### src/rtl/cla_seq_adder_ctrl.sv
// rtl/cla_seq_adder_ctrl.sv - nibble-serial adder controller around one 4-bit carry-lookahead slice

// 4-bit carry-lookahead slice: full lookahead carries, c3 exposed for overflow.
module cla_slice4 (
    input  logic [3:0] x_i,
    input  logic [3:0] y_i,
    input  logic       c0_i,
    output logic [3:0] s_o,
    output logic       c3_o,
    output logic       c4_o
);

    logic [3:0] p;
    logic [3:0] g;
    logic       c1;
    logic       c2;
    logic       c3;
    logic       c4;

    // Propagate/generate terms and flat lookahead carries, no ripple between bits.
    always_comb begin
        p  = x_i ^ y_i;
        g  = x_i & y_i;
        c1 = g[0] | (p[0] & c0_i);
        c2 = g[1] | (p[1] & g[0]) | (p[1] & p[0] & c0_i);
        c3 = g[2] | (p[2] & g[1]) | (p[2] & p[1] & g[0])
                  | (p[2] & p[1] & p[0] & c0_i);
        c4 = g[3] | (p[3] & g[2]) | (p[3] & p[2] & g[1])
                  | (p[3] & p[2] & p[1] & g[0])
                  | (p[3] & p[2] & p[1] & p[0] & c0_i);
        s_o  = p ^ {c3, c2, c1, c0_i};
        c3_o = c3;
        c4_o = c4;
    end

endmodule

// Sequencer: accepts operands, adds one nibble per cycle LSB first, then holds the result.
module cla_seq_adder_ctrl #(
    parameter int WIDTH  = 16,
    parameter int NSLICE = WIDTH / 4
) (
    input  logic             clk,
    input  logic             reset_n,
    input  logic             in_valid,
    output logic             in_ready,
    input  logic [WIDTH-1:0] a,
    input  logic [WIDTH-1:0] b,
    input  logic             cin,
    output logic             out_valid,
    input  logic             out_ready,
    output logic [WIDTH-1:0] sum,
    output logic             cout,
    output logic             ovf
);

    // A single-nibble adder still needs one index bit so the register is never zero-width.
    localparam int IDX_W = (NSLICE > 1) ? $clog2(NSLICE) : 1;

    typedef enum logic [1:0] {
        ST_IDLE = 2'd0,
        ST_ADD  = 2'd1,
        ST_DONE = 2'd2
    } state_t;

    state_t             state_q;
    logic [WIDTH-1:0]   opa_q;
    logic [WIDTH-1:0]   opb_q;
    logic               carry_q;
    logic [IDX_W-1:0]   idx_q;
    logic [WIDTH-1:0]   res_q;
    logic [WIDTH-1:0]   res_d;
    logic               cout_q;
    logic               ovf_q;
    logic               in_ready_q;
    logic               out_valid_q;

    logic [3:0]         x_nib;
    logic [3:0]         y_nib;
    logic [3:0]         s_nib;
    logic               c3_nib;
    logic               c4_nib;
    logic               last_nib;

    cla_slice4 u_slice (
        .x_i  (x_nib),
        .y_i  (y_nib),
        .c0_i (carry_q),
        .s_o  (s_nib),
        .c3_o (c3_nib),
        .c4_o (c4_nib)
    );

    // Steer the current nibble into the slice and merge its sum back into the result word.
    always_comb begin
        x_nib = 4'h0;
        y_nib = 4'h0;
        res_d = res_q;
        for (int i = 0; i < NSLICE; i++) begin
            if (idx_q == IDX_W'(i)) begin
                x_nib            = opa_q[4*i +: 4];
                y_nib            = opb_q[4*i +: 4];
                res_d[4*i +: 4]  = s_nib;
            end
        end
        last_nib = (idx_q == IDX_W'(NSLICE - 1));
    end

    // Controller FSM with handshake outputs registered alongside the state.
    always_ff @(posedge clk or negedge reset_n) begin
        if (!reset_n) begin
            state_q     <= ST_IDLE;
            opa_q       <= '0;
            opb_q       <= '0;
            carry_q     <= 1'b0;
            idx_q       <= '0;
            res_q       <= '0;
            cout_q      <= 1'b0;
            ovf_q       <= 1'b0;
            in_ready_q  <= 1'b1;
            out_valid_q <= 1'b0;
        end else begin
            case (state_q)
                ST_IDLE: begin
                    if (in_valid) begin
                        opa_q      <= a;
                        opb_q      <= b;
                        carry_q    <= cin;
                        idx_q      <= '0;
                        in_ready_q <= 1'b0;
                        state_q    <= ST_ADD;
                    end
                end
                ST_ADD: begin
                    res_q   <= res_d;
                    carry_q <= c4_nib;
                    idx_q   <= idx_q + IDX_W'(1);
                    if (last_nib) begin
                        cout_q      <= c4_nib;
                        ovf_q       <= c3_nib ^ c4_nib;
                        out_valid_q <= 1'b1;
                        state_q     <= ST_DONE;
                    end
                end
                ST_DONE: begin
                    if (out_ready) begin
                        out_valid_q <= 1'b0;
                        in_ready_q  <= 1'b1;
                        state_q     <= ST_IDLE;
                    end
                end
                default: begin
                    out_valid_q <= 1'b0;
                    in_ready_q  <= 1'b1;
                    state_q     <= ST_IDLE;
                end
            endcase
        end
    end

    assign in_ready  = in_ready_q;
    assign out_valid = out_valid_q;
    assign sum       = res_q;
    assign cout      = cout_q;
    assign ovf       = ovf_q;

endmodule

### config.mk
export PLATFORM = sky130hd
export DESIGN_NAME = cla_seq_adder_ctrl
export DESIGN_NICKNAME = d
export VERILOG_FILES = /design/src/rtl/cla_seq_adder_ctrl.sv
export SDC_FILE = /design/constraint.sdc
export NUM_CORES = 1
export LEC_CHECK = 0
export ABC_AREA = 1
export BUFFER_PORTS_ARGS = -buffer_cell sky130_fd_sc_hd__buf_2
export CAP_MARGIN = 10
export CELL_PAD_IN_SITES_DETAIL_PLACEMENT = 0
export CELL_PAD_IN_SITES_GLOBAL_PLACEMENT = 1
export CORE_MARGIN = 2
export CORE_UTILIZATION = 40
export CTS_BUF_LIST = sky130_fd_sc_hd__clkbuf_16
export CTS_CLUSTER_DIAMETER = 40
export DETAILED_ROUTE_END_ITERATION = 10
export GPL_TIMING_DRIVEN = 0
export PLACE_DENSITY_LB_ADDON = 0.1
export SYNTH_ARGS = -nofsm -noshare
export SYNTH_HDL_FRONTEND = slang
export SYNTH_HIERARCHICAL = 1
export SYNTH_SLANG_ARGS = --single-unit
export TNS_END_PERCENT = 50
### constraint.sdc
create_clock -name clk -period 2.7 [get_ports clk]
set_input_delay 0.405 -clock clk [delete_from_list [all_inputs] [get_ports clk]]
set_output_delay 0.405 -clock clk [all_outputs]
set_load 0.01 [all_outputs]
==> run summary, run 1 <==
0 antenna diodes ended up in the layout. Clock tree synthesis found a total of 57 sinks. The time the worst path needs with I/O delays and setup came out at 2.48 ns.

The number of global-route vias before repair is 2238, and the worst stage delay on the critical path is 0.41 ns. The tree is rooted in a clkbuf_16. The synthesized design contains 57 register bits.

Summing over every cut layer, the via total after detailed routing is 2265. Leading cell type in the layout, fill and taps excluded: nand2_1. The first routing iteration left 87 violations. In this run the critical register-to-register path is captured at ovf$_DFFE_PN0P_. TritonCTS built the clock tree. The reported leakage power came out at 1.91 nW. The share of the synthesized area in the top cell type is 0.514. For the detailed placer's ending HPWL, the log shows 4520 um. The number of setup violations in the final report was 0. The run gives 0 as the number of hold violations in the final report. For the netlist area before placement, the log shows 2730 um2.

The critical path is of the reg -> reg type. Counting the buffers created by CTS gives 9. Hold repair after CTS inserted 0 buffers. The count of cell types in the netlist was 25.

In the layout the commonest cells are 151 x nand2_1, 61 x buf_2, 56 x dfrtp_1, 27 x inv_1, 22 x o21ai_0. The width of the die works out to 86.6 um. dfrtp_1 takes more of the synthesized area than any other cell.

The wire length of the first global-routing pass is 10500 um. Across the VDD grid, the largest voltage drop is 0.559 mV. Walking the worst path, the cells encountered are buf_4 > ha_1 > buf_4 > clkinvlp_4 > nand3_1 > nand2_1 > nand2_1 > nand2_1 > ha_1 > nand2_1 > nand3_1 > nand3_1 > nand2_2 > xor2_1 > nand2_1 > nand2_1. For this run the aggregate overflow at the end of global routing stands at 0. Compared with the post-synthesis result, the final layout area differs by 25.1%. The largest fanout of any net on the critical path is 10. The slowest stage of the critical path belongs to the cell dfrtp_1. The first detailed-routing pass ran for 5 iterations.

STA puts the critical path data arrival time at 2.69 ns. The global router's overall resource usage was 0.182; the slew of the pin with the lowest slew margin was 0.639 ns. Setup total negative slack on the finished layout was measured at 0 ns. The initial standard-cell utilization of the core is 0.408, and the count of input and output buffers is 56. The run finished with clean final reports. At the worst endpoint, the required time is 2.91 ns. The tools report the headroom to the max-slew limit as 0.574. In the final routed layout, each cell accounts on average for 12.5 um. The ratio of cells with drive above 1 in the final layout was 0.248; the total power divided by cell area was 1420 nW/um2. The element type at the critical path start was a flop.

The congestion estimate from routability-driven global placement came to 0.838. The tool flagged a number of max-cap violations equal to 0. After floorplanning, the core was sized to cover 6680 um2.

The logs give 0.00484 W for the total power and 334 for the number of instances in the synthesized netlist. Fill cells in the final layout number 681. Yosys attributes the largest share of cell area to dfrtp_1 51%, nand2_1 21%, o21ai_0 4.2%. The floorplan step defined a die boundary enclosing 7500 um2. For the count of standard-cell rows, the log shows 30. Clock skew on the completed layout was measured at 0.00539 ns.

The number of routed nets with antenna violations is 0, and the clock latency on the worst-skew pair is 0.32 ns. STA classifies the critical path endpoint as a flop. Measured in cells, the most critical reg-to-reg path has a length of 16. The run gives 6090 um as the overall routed net length. CTS built an H-tree with a depth of 3. For the number of antenna violations at the first check in global routing, the log shows 0. The number of vias per cell after detailed routing came out at 4.65. The worst register-to-register path begins at idx_q[0]$_DFFE_PN0P_.

The synthesized net count is 380, and the number of buffers on the longest clock path is 2. Yosys printed 6 warnings. Setup slack on the critical path of the routed design comes to 0.220 ns. Timing would allow up to 0.403 GHz.

The share of the clock period used by the worst path was 0.919; the count of unresolved DRC violations after routing was 0. For this design the top-level I/O count stands at 57. Before CTS, the worst setup slack after placement is 0.113 ns. The net count of the finished layout is 448. The average cell area after synthesis was 8.17 um2. For the sequential cell area fraction in the yosys report, the log shows 0.523. Entering global routing, the biggest net connects 32 pins. Counting stages on the worst path, the most repeated cell is nand2_1. The tightest min-delay check is of the in -> async type. The run gives 0.22 ns as the slack of the worst reg-to-reg path. The number of max-slew violations in the final report is 0, and the CTS clock-pin slew for the worst setup and hold paths is 0.05 ns.

Measured along the y axis, the die boundary spans 86.6 um.
## final cells by class
cell class,instances,area [um2],share of cell area
Buffer,12,81.3,0.0238
Clock buffer,9,225,0.0660
Clock inverter,7,30.0,0.00879
Inverter,29,113,0.0330
Multi-Input combinational cell,235,1130,0.331
Sequential cell,57,1430,0.418
Tap cell,80,100,0.0293
Timing Repair Buffer,58,308,0.0901
## cells in the mapped netlist
library cell	instances
a21oi_1	19
buf_2	8
buf_4	3
clkbuf_1	1
clkbuf_8	1
dfrtp_1	56
dfstp_2	1
fa_1	1
ha_1	8
inv_1	27
inv_2	2
nand2_1	152
nand2_2	3
nand2_4	2
nand3_1	14
nand4_1	2
nor2_1	1
nor2_2	1
nor2_4	1
o21ai_0	23
o21ai_2	4
o31ai_1	1
or2_1	1
xnor2_1	1
xor2_1	1
## report_power, final
part	total (W)	leakage, nW	internal, W	switching, W
Clock	0.000955	0.136	0.000599	0.000356
Combinational	0.00240	1.06	0.000886	0.00152
Sequential	0.00148	0.711	0.00126	0.000219
Total	0.00484	1.91	0.00275	0.00209
## through the flow
step,cells,utilization,hold WS [ns],cell area [um2]
2_1_floorplan,334,-,0.109,2730
6_report,487,0.511,0.108,3410
3_3_place_gp,470,0.465,0.454,3110
5_1_grt,487,0.511,0.158,3410
3_5_place_dp,471,0.468,0.460,3130
4_1_cts,487,0.507,0.120,3380
## routing by layer
layer  GRT usage  vias up  share of wire
met5           0        -              0
met4      0.0682        0         0.0064
met3      0.0467        4          0.038
met2       0.294       50           0.48
met1       0.237     1028           0.47
li1            -     1183              -
## logic make-up after synthesis
logic type      Yosys count  synth area share
compound gates           47            0.0926
flops                    57             0.523
simple gates            177             0.265
fa+ha+maj                 9            0.0440
buf+inv                  42            0.0692
xor+xnor                  2           0.00642
## state kept, by name, indices dropped and copies added (netlist names)
signal	count
idx_q	2
cout	1
in_ready	1
ovf	1
opb_q	16
carry_q	1
state_q	2
opa_q	16
out_valid	1
sum	16
## worst max path at each step
stage / startpoint / to / cells past startpoint
6_report: idx_q[0]$_DFFE_PN0P_ / ovf$_DFFE_PN0P_ / 16
5_1_grt: idx_q[0]$_DFFE_PN0P_ / ovf$_DFFE_PN0P_ / 16
4_1_cts: idx_q[0]$_DFFE_PN0P_ / sum[3]$_DFFE_PN0P_ / 16
3_5_place_dp: idx_q[0]$_DFFE_PN0P_ / ovf$_DFFE_PN0P_ / 14
3_3_place_gp: idx_q[0]$_DFFE_PN0P_ / ovf$_DFFE_PN0P_ / 14
2_1_floorplan: idx_q[0]$_DFFE_PN0P_ / sum[11]$_DFFE_PN0P_ / 16
## what timing repair did
action	4_1_cts	5_1_grt
endpoints found under the setup margin	0	12
resized for setup	0	12
buffers inserted	0	1
## worst max-delay path, delay by kind of cell, from the launching register on
family / cells / cell delay (ns)
adder cells (fa/ha/maj): 2 / 0.49
XOR/XNOR: 1 / 0.17
AND/OR/NAND/NOR: 10 / 0.80
buffers and inverters: 3 / 0.50
flip-flops: 1 / 0.41
(Power assumes the default switching activity.)
==> inputs of run 2 (changes only) <==
clock period = 3.1 ns   (was 2.7 ns; I/O delays follow)
==> run 2 against run 1 <==
Compared with the run above: core utilization down 0.45 points; count of clock-buffer cells in the layout is the same; sequential share of layout area grew 0.37 points; critical endpoint is now sum[3]$_DFFE_PN0P_; largest cell class unchanged.
==> run summary, run 2 (synthesized netlist as in run 1, its figures left out) <==
The logs give 6070 um for the overall routed net length and 0.575 for the headroom to the max-slew limit. The run gives 2850 um as the met1 wire length. Entering global routing, the biggest net connects 32 pins. Number of global-route vias before repair: 2238.

The tools report the initial standard-cell utilization of the core as 0.408. After clock tree synthesis, the setup repair step added 0 buffers. The kind of capture point of the worst setup path is a flop. The run gives 4 as the first-pass iteration count of the detailed router. 0 antenna diodes ended up in the layout. The H-tree depth is 3, and the setup TNS is 0 ns. After detailed routing, the met2 layer carries 2880 um of wire. At the pin with the least slew margin, the transition time is 0.637 ns.

The global router's overall resource usage came out at 0.182. The tree is rooted in a clkbuf_16. The ratio of cells with drive above 1 in the final layout was 0.233; the CTS buffer count was 9.

Summing all placed instances gives a cell area of 3130 um2. Setup repair after global routing left no endpoint under its margin. In this run the power density over the cells is 1220 nW/um2. The final core utilization was 0.507.

The boundary pin count is 57, and the remaining global-route overflow is 0. In this run the worst hold path is classified as in -> async. The number of design-rule violations left by the first detailed-router iteration was 84; the achievable clock frequency was 0.386 GHz.

The tools report the number of max-slew violations in the final report as 0. For the worst-skew pair, the clock arrives at the later sink with an insertion delay of 0.32 ns. The total core area is 6680 um2, and the time the worst path needs with I/O delays and setup is 2.59 ns. The largest clock skew in the final design was 0.00497 ns; the number of sinks handled by clock tree synthesis was 57. Gates resized during post-CTS repair numbered 0. Data arrives at the worst endpoint at 2.78 ns.

After clock tree synthesis, the clock-pin slew on the worst setup and hold paths is 0.05 ns. The finished cells cover 3380 um2. Dividing the detail-routed wire length by the instance count gives 12.5 um. The tools report the number of antenna violations at the first check in global routing as 0. The worst-case IR drop observed on VDD is 0.485 mV. The count of maximum capacitance violations came out at 0.

Number of buffers on the longest clock path: 2. The number of hold violations in the final report is 0. Summed over all nets, the half-perimeter wirelength after detailed placement is 4520 um. Routability-driven placement finished with a final weighted congestion of 0.838. The worst setup path is of the reg -> reg kind. The flow ran to the end, and the final reports show no timing, DRC or antenna violations.

The top cell types in the final layout, fill and taps aside, are 152 x nand2_1, 64 x buf_2, 56 x dfrtp_1, 29 x inv_1, 23 x o21ai_0. The top routing layer in use is met4. The largest fanout of any net on the critical path works out to 10.

Setup violations remaining at the end of the flow were counted as 0. The slack of the worst reg-to-reg path is 0.51 ns, and the data required time of the worst path is 3.29 ns. The number of routed nets with antenna violations is 0, and the count of input and output buffers is 56.

The tools report the count of unresolved DRC violations after routing as 0. TritonCTS built the clock tree. The completed layout was analyzed and its total power is 0.00413 W. The count of standard-cell rows is 30, and the floorplan die height is 86.6 um.

The library cell used most frequently in the layout, excluding fill and tap cells, is nand2_1. The logs give 7500 um2 for the floorplan die area and 10500 um for the wire length of the first global-routing pass. For the detailed-route via count, the log shows 2265. The share of the clock period used by the worst path works out to 0.835.

For this design the static power due to leakage is 1.91 nW. After clock tree synthesis, the flow added hold-fix buffers numbering 0. The area added between synthesis and finish works out to 24.0%. Number of vias per cell after detailed routing: 4.65. The tools report the element type at the critical path start as a flop.

For this run, the post-layout net count is 448. The floorplan step set the die width to 86.6 um. Summed over all nets, wire length on met3 after detailed routing comes to 249 um.
## run 2: changes by cell type in the layout (fill, tap and decap cells not counted), sizes merged
cell	delta
clkinvlp	-1
inv	+1
## run 2: power by group
group          internal, W  switching (W)  leakage (nW)
Clock             0.000522       0.000315         0.136
Combinational     0.000714        0.00129          1.06
Sequential         0.00110       0.000190         0.711
Total              0.00234        0.00180          1.91
## run 2: area by class of cell
type,count,area (um2)
repair buffers,57,300
well taps,80,100
clock buffers,9,225
flip-flops and latches,57,1430
inverters,29,109
fillers,687,3300
clock inverters,7,30.0
plain buffers,13,80.1
multi-input cells,235,1110
## run 2: stage by stage
step,hold WS (ns),std cells,setup slack [ns]
floorplan,0.169,334,0.852
CTS,0.180,487,0.495
detailed placement,0.460,471,0.513
global placement,0.454,470,0.553
finish,0.163,487,0.511
global route,0.218,487,0.214
## run 2: path summary, 6_finish.rpt
kind | start | to | cells after the start
max | idx_q[0]$_DFFE_PN0P_ | sum[3]$_DFFE_PN0P_ | 16
min | reset_n | sum[0]$_DFFE_PN0P_ | 1
max reg2reg | idx_q[0]$_DFFE_PN0P_ | sum[3]$_DFFE_PN0P_ | 16
min reg2reg | cout$_DFFE_PN0P_ | cout$_DFFE_PN0P_ | 2
max in group asynchronous | reset_n | in_ready$_DFFE_PN1P_ | 2
min in group clk | a[6] | opa_q[6]$_DFFE_PN0P_ | 3
## run 2: worst max-delay path: stages (launching register included)
cell	delay, ns
dfrtp_1	0.41
inv_1	0.08
ha_1	0.19
buf_2	0.17
buf_2	0.20
a21oi_1	0.13
nand2_1	0.07
nand2_1	0.07
nand2_1	0.05
ha_1	0.33
or2_1	0.26
nand2_2	0.08
nand2_2	0.06
nand2_2	0.05
nand2_1	0.04
inv_1	0.13
o21ai_0	0.12
## run 2: layer usage
metal  track usage  up-vias
met2         0.294       51
met5             0        -
met3        0.0467       10
met4        0.0682        0
met1         0.237     1024
li1              -     1180
